## config.mk

```make
export PLATFORM = sky130hd
export DESIGN_NAME = hazard_scheduler_flat
export DESIGN_NICKNAME = d
export VERILOG_FILES = /design/src/rtl/hazard_pkg.sv /design/src/rtl/hazard_scheduler_if.sv /design/src/rtl/hazard_scheduler_sat_counter.sv /design/src/rtl/hazard_scheduler.sv /design/src/flat_wrapper.sv
export SDC_FILE = /design/constraint.sdc
export NUM_CORES = 1
export LEC_CHECK = 0
export BUFFER_PORTS_ARGS = -buffer_cell sky130_fd_sc_hd__buf_4
export CAP_MARGIN = 20
export CORE_UTILIZATION = 54
export CTS_CLUSTER_SIZE = 25
export DETAILED_ROUTE_END_ITERATION = 7
export PLACE_DENSITY = 0.78
export SYNTH_ARGS = -nofsm -noshare
export SYNTH_HDL_FRONTEND = slang
export SYNTH_SLANG_ARGS = --single-unit
```

## constraint.sdc

```tcl
create_clock -name clk_i -period 3.6 [get_ports clk_i]
set_input_delay 0.18 -clock clk_i [delete_from_list [all_inputs] [get_ports clk_i]]
set_output_delay 0.18 -clock clk_i [all_outputs]
set_load 0.02 [all_outputs]
```

## src/rtl/hazard_pkg.sv

```systemverilog
// ---------------------------------------------------------------------------
// hazard_pkg
// Shared types for the hazard scheduler and the pipeline-register
// enable/reset controller that consumes its hazard code.
//   hazard_op_e   : 2-bit code driven to the pipeline-register controller
//   sb_entry_t    : one shadow-scoreboard slot {valid, rd}
//   sched_state_e : scheduler FSM state
//   src_match     : true when a used, non-x0 source hits a valid slot
// ---------------------------------------------------------------------------
package hazard_pkg;

  typedef enum logic [1:0] {
    HZ_RUN  = 2'd0,
    HZ_DATA = 2'd1,
    HZ_CTRL = 2'd2
  } hazard_op_e;

  typedef struct packed {
    logic       valid;
    logic [4:0] rd;
  } sb_entry_t;

  typedef enum logic {
    ST_RUN   = 1'b0,
    ST_FLUSH = 1'b1
  } sched_state_e;

  localparam sb_entry_t SB_EMPTY = '{valid: 1'b0, rd: 5'd0};

  function automatic logic src_match(input logic       used,
                                     input logic [4:0] rs,
                                     input sb_entry_t  entry);
    return used && (rs != 5'd0) && entry.valid && (entry.rd == rs);
  endfunction

endpackage

```

## src/rtl/hazard_scheduler_if.sv

```systemverilog
// ---------------------------------------------------------------------------
// hazard_scheduler_if
// Bundles the ID/EX observation signals and the scheduler outputs.
// Suffixes are relative to the scheduler: _i flows into it, _o out of it.
//   id_rs1_i/id_rs2_i, id_rs1_used_i/id_rs2_used_i : ID source operands
//   id_rd_i, id_rd_wr_i                            : ID destination
//   ex_branch_taken_i                              : taken branch in EX
//   hazard_op_o                                    : run / stall / flush code
//   stall_count_o, flush_count_o                   : saturating event counts
// Modports: master = pipeline side, slave = scheduler side.
// ---------------------------------------------------------------------------
interface hazard_scheduler_if #(
  parameter int CNT_W = 32
);
  import hazard_pkg::*;

  logic [4:0]       id_rs1_i;
  logic [4:0]       id_rs2_i;
  logic             id_rs1_used_i;
  logic             id_rs2_used_i;
  logic [4:0]       id_rd_i;
  logic             id_rd_wr_i;
  logic             ex_branch_taken_i;
  hazard_op_e       hazard_op_o;
  logic [CNT_W-1:0] stall_count_o;
  logic [CNT_W-1:0] flush_count_o;

  modport master (
    output id_rs1_i, id_rs2_i, id_rs1_used_i, id_rs2_used_i,
           id_rd_i, id_rd_wr_i, ex_branch_taken_i,
    input  hazard_op_o, stall_count_o, flush_count_o
  );

  modport slave (
    input  id_rs1_i, id_rs2_i, id_rs1_used_i, id_rs2_used_i,
           id_rd_i, id_rd_wr_i, ex_branch_taken_i,
    output hazard_op_o, stall_count_o, flush_count_o
  );

endinterface

```

## src/rtl/hazard_scheduler_sat_counter.sv

```systemverilog
// ---------------------------------------------------------------------------
// sat_counter
// Event counter that sticks at all-ones instead of wrapping.
//   clk_i   : clock
//   inc_i   : count one event this cycle
//   clear_i : synchronous clear (wins over inc_i)
//   count_o : current count
// ---------------------------------------------------------------------------
module sat_counter #(
  parameter int CNT_W = 32
) (
  input  logic             clk_i,
  input  logic             inc_i,
  input  logic             clear_i,
  output logic [CNT_W-1:0] count_o
);

  logic [CNT_W-1:0] count_q;
  logic [CNT_W-1:0] count_d;

  always_comb begin
    count_d = count_q;
    if (clear_i) begin
      count_d = '0;
    end else if (inc_i && !(&count_q)) begin
      count_d = count_q + CNT_W'(1);
    end
  end

  always_ff @(posedge clk_i) begin
    count_q <= count_d;
  end

  assign count_o = count_q;

endmodule

```

## src/rtl/hazard_scheduler.sv

```systemverilog
// ---------------------------------------------------------------------------
// hazard_scheduler
// RAW-hazard detection and branch-flush sequencing for a non-forwarding
// five-stage pipeline. A three-slot shadow scoreboard (EX/MEM/WB) tracks
// in-flight destinations; the ID sources are compared against it each cycle.
//   clk_i  : clock
//   rst_ni : synchronous active-low reset
//   hz     : hazard_scheduler_if.slave (ID/EX inputs, hazard code, counters)
// Parameters: FLUSH_CYCLES (1..7), WB_BYPASS (write-before-read regfile),
// CNT_W (counter width, must match the interface).
// ---------------------------------------------------------------------------
module hazard_scheduler
  import hazard_pkg::*;
#(
  parameter int FLUSH_CYCLES = 1,
  parameter int WB_BYPASS    = 1,
  parameter int CNT_W        = 32
) (
  input  logic                clk_i,
  input  logic                rst_ni,
  hazard_scheduler_if.slave   hz
);

  localparam logic CHECK_WB = (WB_BYPASS == 0);

  sb_entry_t    sb_ex_q, sb_mem_q, sb_wb_q;
  sb_entry_t    sb_ex_d;
  sched_state_e state_q, state_d;
  logic [2:0]   flush_left_q, flush_left_d;
  hazard_op_e   hazard_op;

  logic [4:0]   src_rs   [2];
  logic         src_used [2];
  logic [1:0]   src_hit;
  logic         data_hazard;

  assign src_rs[0]   = hz.id_rs1_i;
  assign src_rs[1]   = hz.id_rs2_i;
  assign src_used[0] = hz.id_rs1_used_i;
  assign src_used[1] = hz.id_rs2_used_i;

  // One compare bank per source; the WB slot only matters when the
  // register file cannot forward a same-cycle write to the read port.
  generate
    for (genvar gi = 0; gi < 2; gi++) begin : g_src
      assign src_hit[gi] = src_match(src_used[gi], src_rs[gi], sb_ex_q)
                         | src_match(src_used[gi], src_rs[gi], sb_mem_q)
                         | (CHECK_WB & src_match(src_used[gi], src_rs[gi], sb_wb_q));
    end
  endgenerate

  assign data_hazard = |src_hit;

  always_comb begin
    state_d      = state_q;
    flush_left_d = flush_left_q;
    hazard_op    = HZ_RUN;

    unique case (state_q)
      ST_RUN: begin
        // Control wins: the ID instruction is wrong-path on a taken branch.
        if (hz.ex_branch_taken_i) begin
          hazard_op = HZ_CTRL;
          if (FLUSH_CYCLES > 1) begin
            state_d      = ST_FLUSH;
            flush_left_d = 3'(FLUSH_CYCLES - 1);
          end
        end else if (data_hazard) begin
          hazard_op = HZ_DATA;
        end
      end
      ST_FLUSH: begin
        // Further branch indications are wrong-path and ignored here.
        hazard_op    = HZ_CTRL;
        flush_left_d = flush_left_q - 3'd1;
        if (flush_left_q == 3'd1) begin
          state_d = ST_RUN;
        end
      end
      default: begin
        state_d = ST_RUN;
      end
    endcase

    if (!rst_ni) begin
      hazard_op = HZ_RUN;
    end
  end

  // Only an instruction that actually advances out of ID occupies the EX
  // slot; stalls and flushes insert a bubble.
  always_comb begin
    sb_ex_d = SB_EMPTY;
    if ((hazard_op == HZ_RUN) && hz.id_rd_wr_i && (hz.id_rd_i != 5'd0)) begin
      sb_ex_d = '{valid: 1'b1, rd: hz.id_rd_i};
    end
  end

  always_ff @(posedge clk_i) begin
    if (!rst_ni) begin
      sb_ex_q      <= SB_EMPTY;
      sb_mem_q     <= SB_EMPTY;
      sb_wb_q      <= SB_EMPTY;
      state_q      <= ST_RUN;
      flush_left_q <= 3'd0;
    end else begin
      sb_ex_q      <= sb_ex_d;
      sb_mem_q     <= sb_ex_q;
      sb_wb_q      <= sb_mem_q;
      state_q      <= state_d;
      flush_left_q <= flush_left_d;
    end
  end

  assign hz.hazard_op_o = hazard_op;

  sat_counter #(.CNT_W(CNT_W)) u_stall_cnt (
    .clk_i   (clk_i),
    .inc_i   (hazard_op == HZ_DATA),
    .clear_i (!rst_ni),
    .count_o (hz.stall_count_o)
  );

  sat_counter #(.CNT_W(CNT_W)) u_flush_cnt (
    .clk_i   (clk_i),
    .inc_i   (hazard_op == HZ_CTRL),
    .clear_i (!rst_ni),
    .count_o (hz.flush_count_o)
  );

endmodule

```

## src/flat_wrapper.sv

```systemverilog
// flat-port wrapper written by rule: the top's interface ports become plain ports
module hazard_scheduler_flat import hazard_pkg::*;
#(
  parameter int FLUSH_CYCLES = 1,
  parameter int WB_BYPASS    = 1,
  parameter int CNT_W        = 32
)
  (clk_i, rst_ni, hz_id_rs1_i, hz_id_rs2_i, hz_id_rs1_used_i, hz_id_rs2_used_i, hz_id_rd_i, hz_id_rd_wr_i, hz_ex_branch_taken_i, hz_hazard_op_o, hz_stall_count_o, hz_flush_count_o);
  hazard_scheduler_if #(.CNT_W(CNT_W)) hz_i ();
  input  logic clk_i;
  input  logic rst_ni;
  input wire logic [$bits(hz_i.id_rs1_i)-1:0] hz_id_rs1_i;
  input wire logic [$bits(hz_i.id_rs2_i)-1:0] hz_id_rs2_i;
  input wire logic [$bits(hz_i.id_rs1_used_i)-1:0] hz_id_rs1_used_i;
  input wire logic [$bits(hz_i.id_rs2_used_i)-1:0] hz_id_rs2_used_i;
  input wire logic [$bits(hz_i.id_rd_i)-1:0] hz_id_rd_i;
  input wire logic [$bits(hz_i.id_rd_wr_i)-1:0] hz_id_rd_wr_i;
  input wire logic [$bits(hz_i.ex_branch_taken_i)-1:0] hz_ex_branch_taken_i;
  output wire logic [$bits(hz_i.hazard_op_o)-1:0] hz_hazard_op_o;
  output wire logic [$bits(hz_i.stall_count_o)-1:0] hz_stall_count_o;
  output wire logic [$bits(hz_i.flush_count_o)-1:0] hz_flush_count_o;
  assign hz_i.id_rs1_i = hz_id_rs1_i;
  assign hz_i.id_rs2_i = hz_id_rs2_i;
  assign hz_i.id_rs1_used_i = hz_id_rs1_used_i;
  assign hz_i.id_rs2_used_i = hz_id_rs2_used_i;
  assign hz_i.id_rd_i = hz_id_rd_i;
  assign hz_i.id_rd_wr_i = hz_id_rd_wr_i;
  assign hz_i.ex_branch_taken_i = hz_ex_branch_taken_i;
  assign hz_hazard_op_o = hz_i.hazard_op_o;
  assign hz_stall_count_o = hz_i.stall_count_o;
  assign hz_flush_count_o = hz_i.flush_count_o;
  hazard_scheduler #(.FLUSH_CYCLES(FLUSH_CYCLES), .WB_BYPASS(WB_BYPASS), .CNT_W(CNT_W)) u_core (.clk_i(clk_i), .rst_ni(rst_ni), .hz(hz_i));
endmodule
```

# Word-level counts from Yosys, hierarchy flattened
# Index checks and enable logic that the tools add are counted.
[totals]
out_inout_bits = 66
input_bits = 21
reg_bits = 80
wordCells = 52
[op_classes]
add_sub_neg = 3
bitwise_logic = 3
n_eq_ne = 7
reduce_logical = 25
n_mux = 6
[ops]
columns = ["operator", "n"]
rows = [
  ["$add A32 B1 Y32 const B", 2],
  ["$reduce_and A32 Y1", 2],
  ["$eq A5 B5 Y1", 4],
  ["$reduce_bool A5 Y1", 3],
  ["$logic_and A1 B1 Y1", 14],
  ["$mux W6", 1],
  ["$mux W2", 2],
  ["$pmux W2 S2", 1],
  ["$reduce_and A2 Y1", 2],
  ["$eq A3 B1 Y1 const B", 1],
  ["$sub A3 B1 Y3 const B", 1],
  ["$eq A2 B1 Y1 const B", 1],
  ["$eq A2 B2 Y1 const B", 1],
  ["$logic_not A1 Y1", 2],
  ["$logic_not A2 Y1", 1],
  ["$mux W1", 2],
  ["$or A1 B1 Y1", 2],
  ["$reduce_or A2 Y1", 1],
  ["$not A1 Y1", 1],
]

# Logic depth before layout (Yosys ltp)
[depth]
depth_word = 14
depth_mapped = 8
mapped_depth_nobuf = 7

# Hierarchy
# Synthesis repeated with hierarchy kept, for this count alone.
[unflattened]
cells_unflattened = 471
hier_area_um2 = 4270.3
[modules_own_cells]
columns = ["mod", "n_inst", "cells_each", "area_per_inst_um2", "seq_area_each_um2"]
rows = [
  ["sat_counter", 2, 191, 1721.7, 640.6],
  ["hazard_scheduler", 1, 89, 827.0, 320.3],
]

# Worst setup path before layout
# Ideal clock, no wire load.
[synth_path]
path_type = "register -> register"
from = "reg u_core.u_stall_cnt.count_q[0] (netlist: u_core.u_stall_cnt.count_o[0])"
to = "reg u_core.u_stall_cnt.count_q[31] (netlist: u_core.u_stall_cnt.count_o[31])"
setup_time_ns = 0.132
setup_slack_ns = 1.352
period_less_slack_ns = 2.248
stages_incl_launch_ff = 9
arrival_ns = 2.115
path_cell_list = "dfxtp_1 ha_1 nand4_1 nor4_2 nand3_2 buf_2 nand4_1 or3_1 a21oi_1"
[synth_via]
elab_chain_len = 3
word_cells_on_any_way = 4
[synth_lines]
columns = ["item", "line_no", "text"]
rows = [
  ["start, declared", "hazard_scheduler_sat_counter.sv:18", "logic [CNT_W-1:0] count_q;"],
  ["start signal, assigned", "hazard_scheduler_sat_counter.sv:31", "count_q <= count_d;"],
  ["parallel branches: the longest is 3 deep, another holds $add A32 B1 Y32", "-", ""],
]
# Several ways; the timed one is not identified.
# A chain may end at the register's enable or synchronous reset.

# Final worst setup path
[layout_path]
from = "reg u_core.u_stall_cnt.count_q[0] (netlist: u_core.u_stall_cnt.count_o[0])"
to = "reg u_core.u_stall_cnt.count_q[7] (netlist: u_core.u_stall_cnt.count_o[7])"
# Same word-level chain as after synthesis.

==> results.tsv <==
metric	value	unit
r2r-end	u_core.u_stall_cnt.count_o[7]	
final_nets	563	
worstSetupPathType	register to register	
layout_commonest_cell	buf_4	
hold_path.class	input pin to register	
dp_hpwl	6310	um
htree_levels	3	
fp.dieW	87.6	um
overflow	0	
slew_headroom	0.345	
grt_max_degree	56	
std_cell_rows	30	
stdcell_count	639	
syn_inst	464	
n_antenna_cell	0	
cp-end-kind	register	
drtPass1Iterations	4	
cp_num_buf_inv	0	
period_share	0.727	
wl	9010	um
r2r-start	u_core.u_stall_cnt.count_o[0]	
io-pin-count	87	
r2r_cells	7	
required	3770	ps
skew	15.7	ps
synth_area_leader_cell	dfxtp_1	
grt_pass1_wl	14600	um
critPathLaunchType	register	
initial_utilization	0.570	
irDropWorstVdd	203	uV
dpl_cell_area	4620	um2
crit_chain	ha_1 > nand4_1 > nor4_2 > nand3_2 > nand2_1 > or4_1 > a21oi_1	
track_usage	0.240	
vias	3592	
ys_seq_area_frac	0.404	
final-setup-viol-count	0	
post_cts_buffers	0	
fillers	586	
maxCapViolCount	0	
ys_types	41	
period_needed	2620	ps
cpLargestDelayFamily	simple AND/OR/NAND/NOR gates	
portBuffers	86	
grt_pass1_vias	3147	
leakage	1.87	nW
powerDensity	340	nW/um2
drv_slew	0	
cts_resized	0	
die_area	7680	um2
status	finished clean	
core_area	6940	um2
clock-sinks	80	
synth_top_area_frac	0.404	
holdPathStages	2	
wl_per_cell	14.1	um
cts_tree	done	
synth.area.top_cells	dfxtp_1 (40%), xor2_1 (8.6%), nand4_1 (4.3%)	
slowest_stage	nor4_2	
place.gp.congestion	0.866	
layout_common_cells	buf_4 (86), dfxtp_1 (80), xor2_1 (39), nor2_1 (39), nand2_1 (39)	
cts.path.max_buffers	2	
antenna_found_initial	0	
syn_avg_cell_area	8.53	um2
drc_errors	0	
worst_pin_slew	981	ps
fp.dieH	87.6	um
netlist_area	3960	um2
hold_viol_final	0	
drive_above_1_share	0.197	
syn_nets	489	
design_area	4820	um2
cp_slowest_stage_delay	700	ps
crit_arrival	2790	ps
drt_iter0_markers	225	
fmax	382	MHz
synth_warnings	0	
register_area	1600	um2
min_from	hz_id_rd_i[2]	
min_to	u_core.sb_ex_q[2]	
ff2ff_setup_slack	980	ps
worstPathMaxFanout	19	
ys_ff_latch	80	
total_power	1.64	mW
clock-root-buffer	clkbuf_8	
path_clk_slew	90	ps
vias_per_cell	5.62	
cts_hold_buf	0	
clock_latency	340	ps
rsz0062_at_grt	false	
dpl.cell_count	623	
multiInputGateArea	2220	um2
tns	0	ps
area_growth	21.8	%
numCtsBuffers	9	
final_antenna_net_count	0	
synthesized netlist by cell type, drive strengths merged:
master  instances
nand3          25
o21a            1
clkbuf         16
a211oi          1
nand2          39
nand4          27
a21oi          24
nor3            2
o211ai          2
nor2           39
xnor2          10
and4bb          1
nand2b         10
or4             9
a32oi           2
and2           15
or3            18
dfxtp          80
buf             7
inv            10
o22a            1
ha              4
o31ai           6
xor2           39
nor3b           1
mux2i          11
nand4b          1
o211a           1
o31a            2
o32a            1
and4            8
o21ai          22
and3           13
nor4           13
or2             2
nor4b           1
sequential cells by signal, indices dropped and copies added (netlist names):
name and flops:
u_core.state_q 1, u_core.flush_left_q 3, u_core.sb_mem_q 6, u_core.u_flush_cnt.count_o 32
u_core.sb_ex_q 6, u_core.u_stall_cnt.count_o 32
stage by stage:
stage           util  hold slack [ps]  setup slack (ps)
3_3_place_gp   0.666              392              1110
5_1_grt        0.695             30.2               686
4_1_cts        0.695             29.8               965
2_1_floorplan      -              302              1350
3_5_place_dp   0.666              398               978
6_report       0.695             41.2               981
area by class of cell:
| class | count | area share |
|---|---|---|
| clock inverters | 3 | 0.00830 |
| inverters | 10 | 0.00778 |
| well taps | 96 | 0.0249 |
| clock buffers | 13 | 0.0329 |
| flip-flops and latches | 80 | 0.332 |
| repair buffers | 86 | 0.134 |
| multi-input cells | 351 | 0.460 |
how the worst max path moves through the flow:
stage	slack, ps	cells past startpoint	startpoint	endpoint
floorplan	1350	8	u_core.u_stall_cnt.count_o[0]	u_core.u_stall_cnt.count_o[31]
global placement	1110	6	u_core.u_stall_cnt.count_o[3]	u_core.u_stall_cnt.count_o[23]
detailed placement	980	7	u_core.u_stall_cnt.count_o[0]	u_core.u_stall_cnt.count_o[23]
CTS	970	7	u_core.u_stall_cnt.count_o[0]	u_core.u_stall_cnt.count_o[4]
global route	690	7	u_core.u_stall_cnt.count_o[0]	u_core.u_stall_cnt.count_o[23]
finish	980	7	u_core.u_stall_cnt.count_o[0]	u_core.u_stall_cnt.count_o[7]
cell families (layout without fill, tap and decap cells):
kind of cell / after synthesis / after routing / share of synthesized area
muxes: 11 / 11 / 0.0278
adders and majority gates: 4 / 4 / 0.0126
xor gates and xnor gates: 49 / 49 / 0.108
buffers and inverters: 33 / 112 / 0.0351
DFF: 80 / 80 / 0.404
and+or+nand+nor: 224 / 224 / 0.315
AOI/OAI and AO/OA: 63 / 63 / 0.0964
layer usage:
layer	part of all wire	up-vias	global-route usage
met5	0	-	0
met4	0.0081	0	0.0954
met3	0.046	6	0.0443
met2	0.47	84	0.380
met1	0.48	1695	0.323
li1	-	1807	-
where the power goes:
group          internal (mW)  total, mW  switching (mW)  leakage (nW)
clock network          0.357      0.668           0.311         0.103
registers              0.889      0.895         0.00595         0.645
logic                 0.0332     0.0782          0.0450          1.13
total                   1.28       1.64           0.362          1.87
Power figures use the tool's default switching activity.
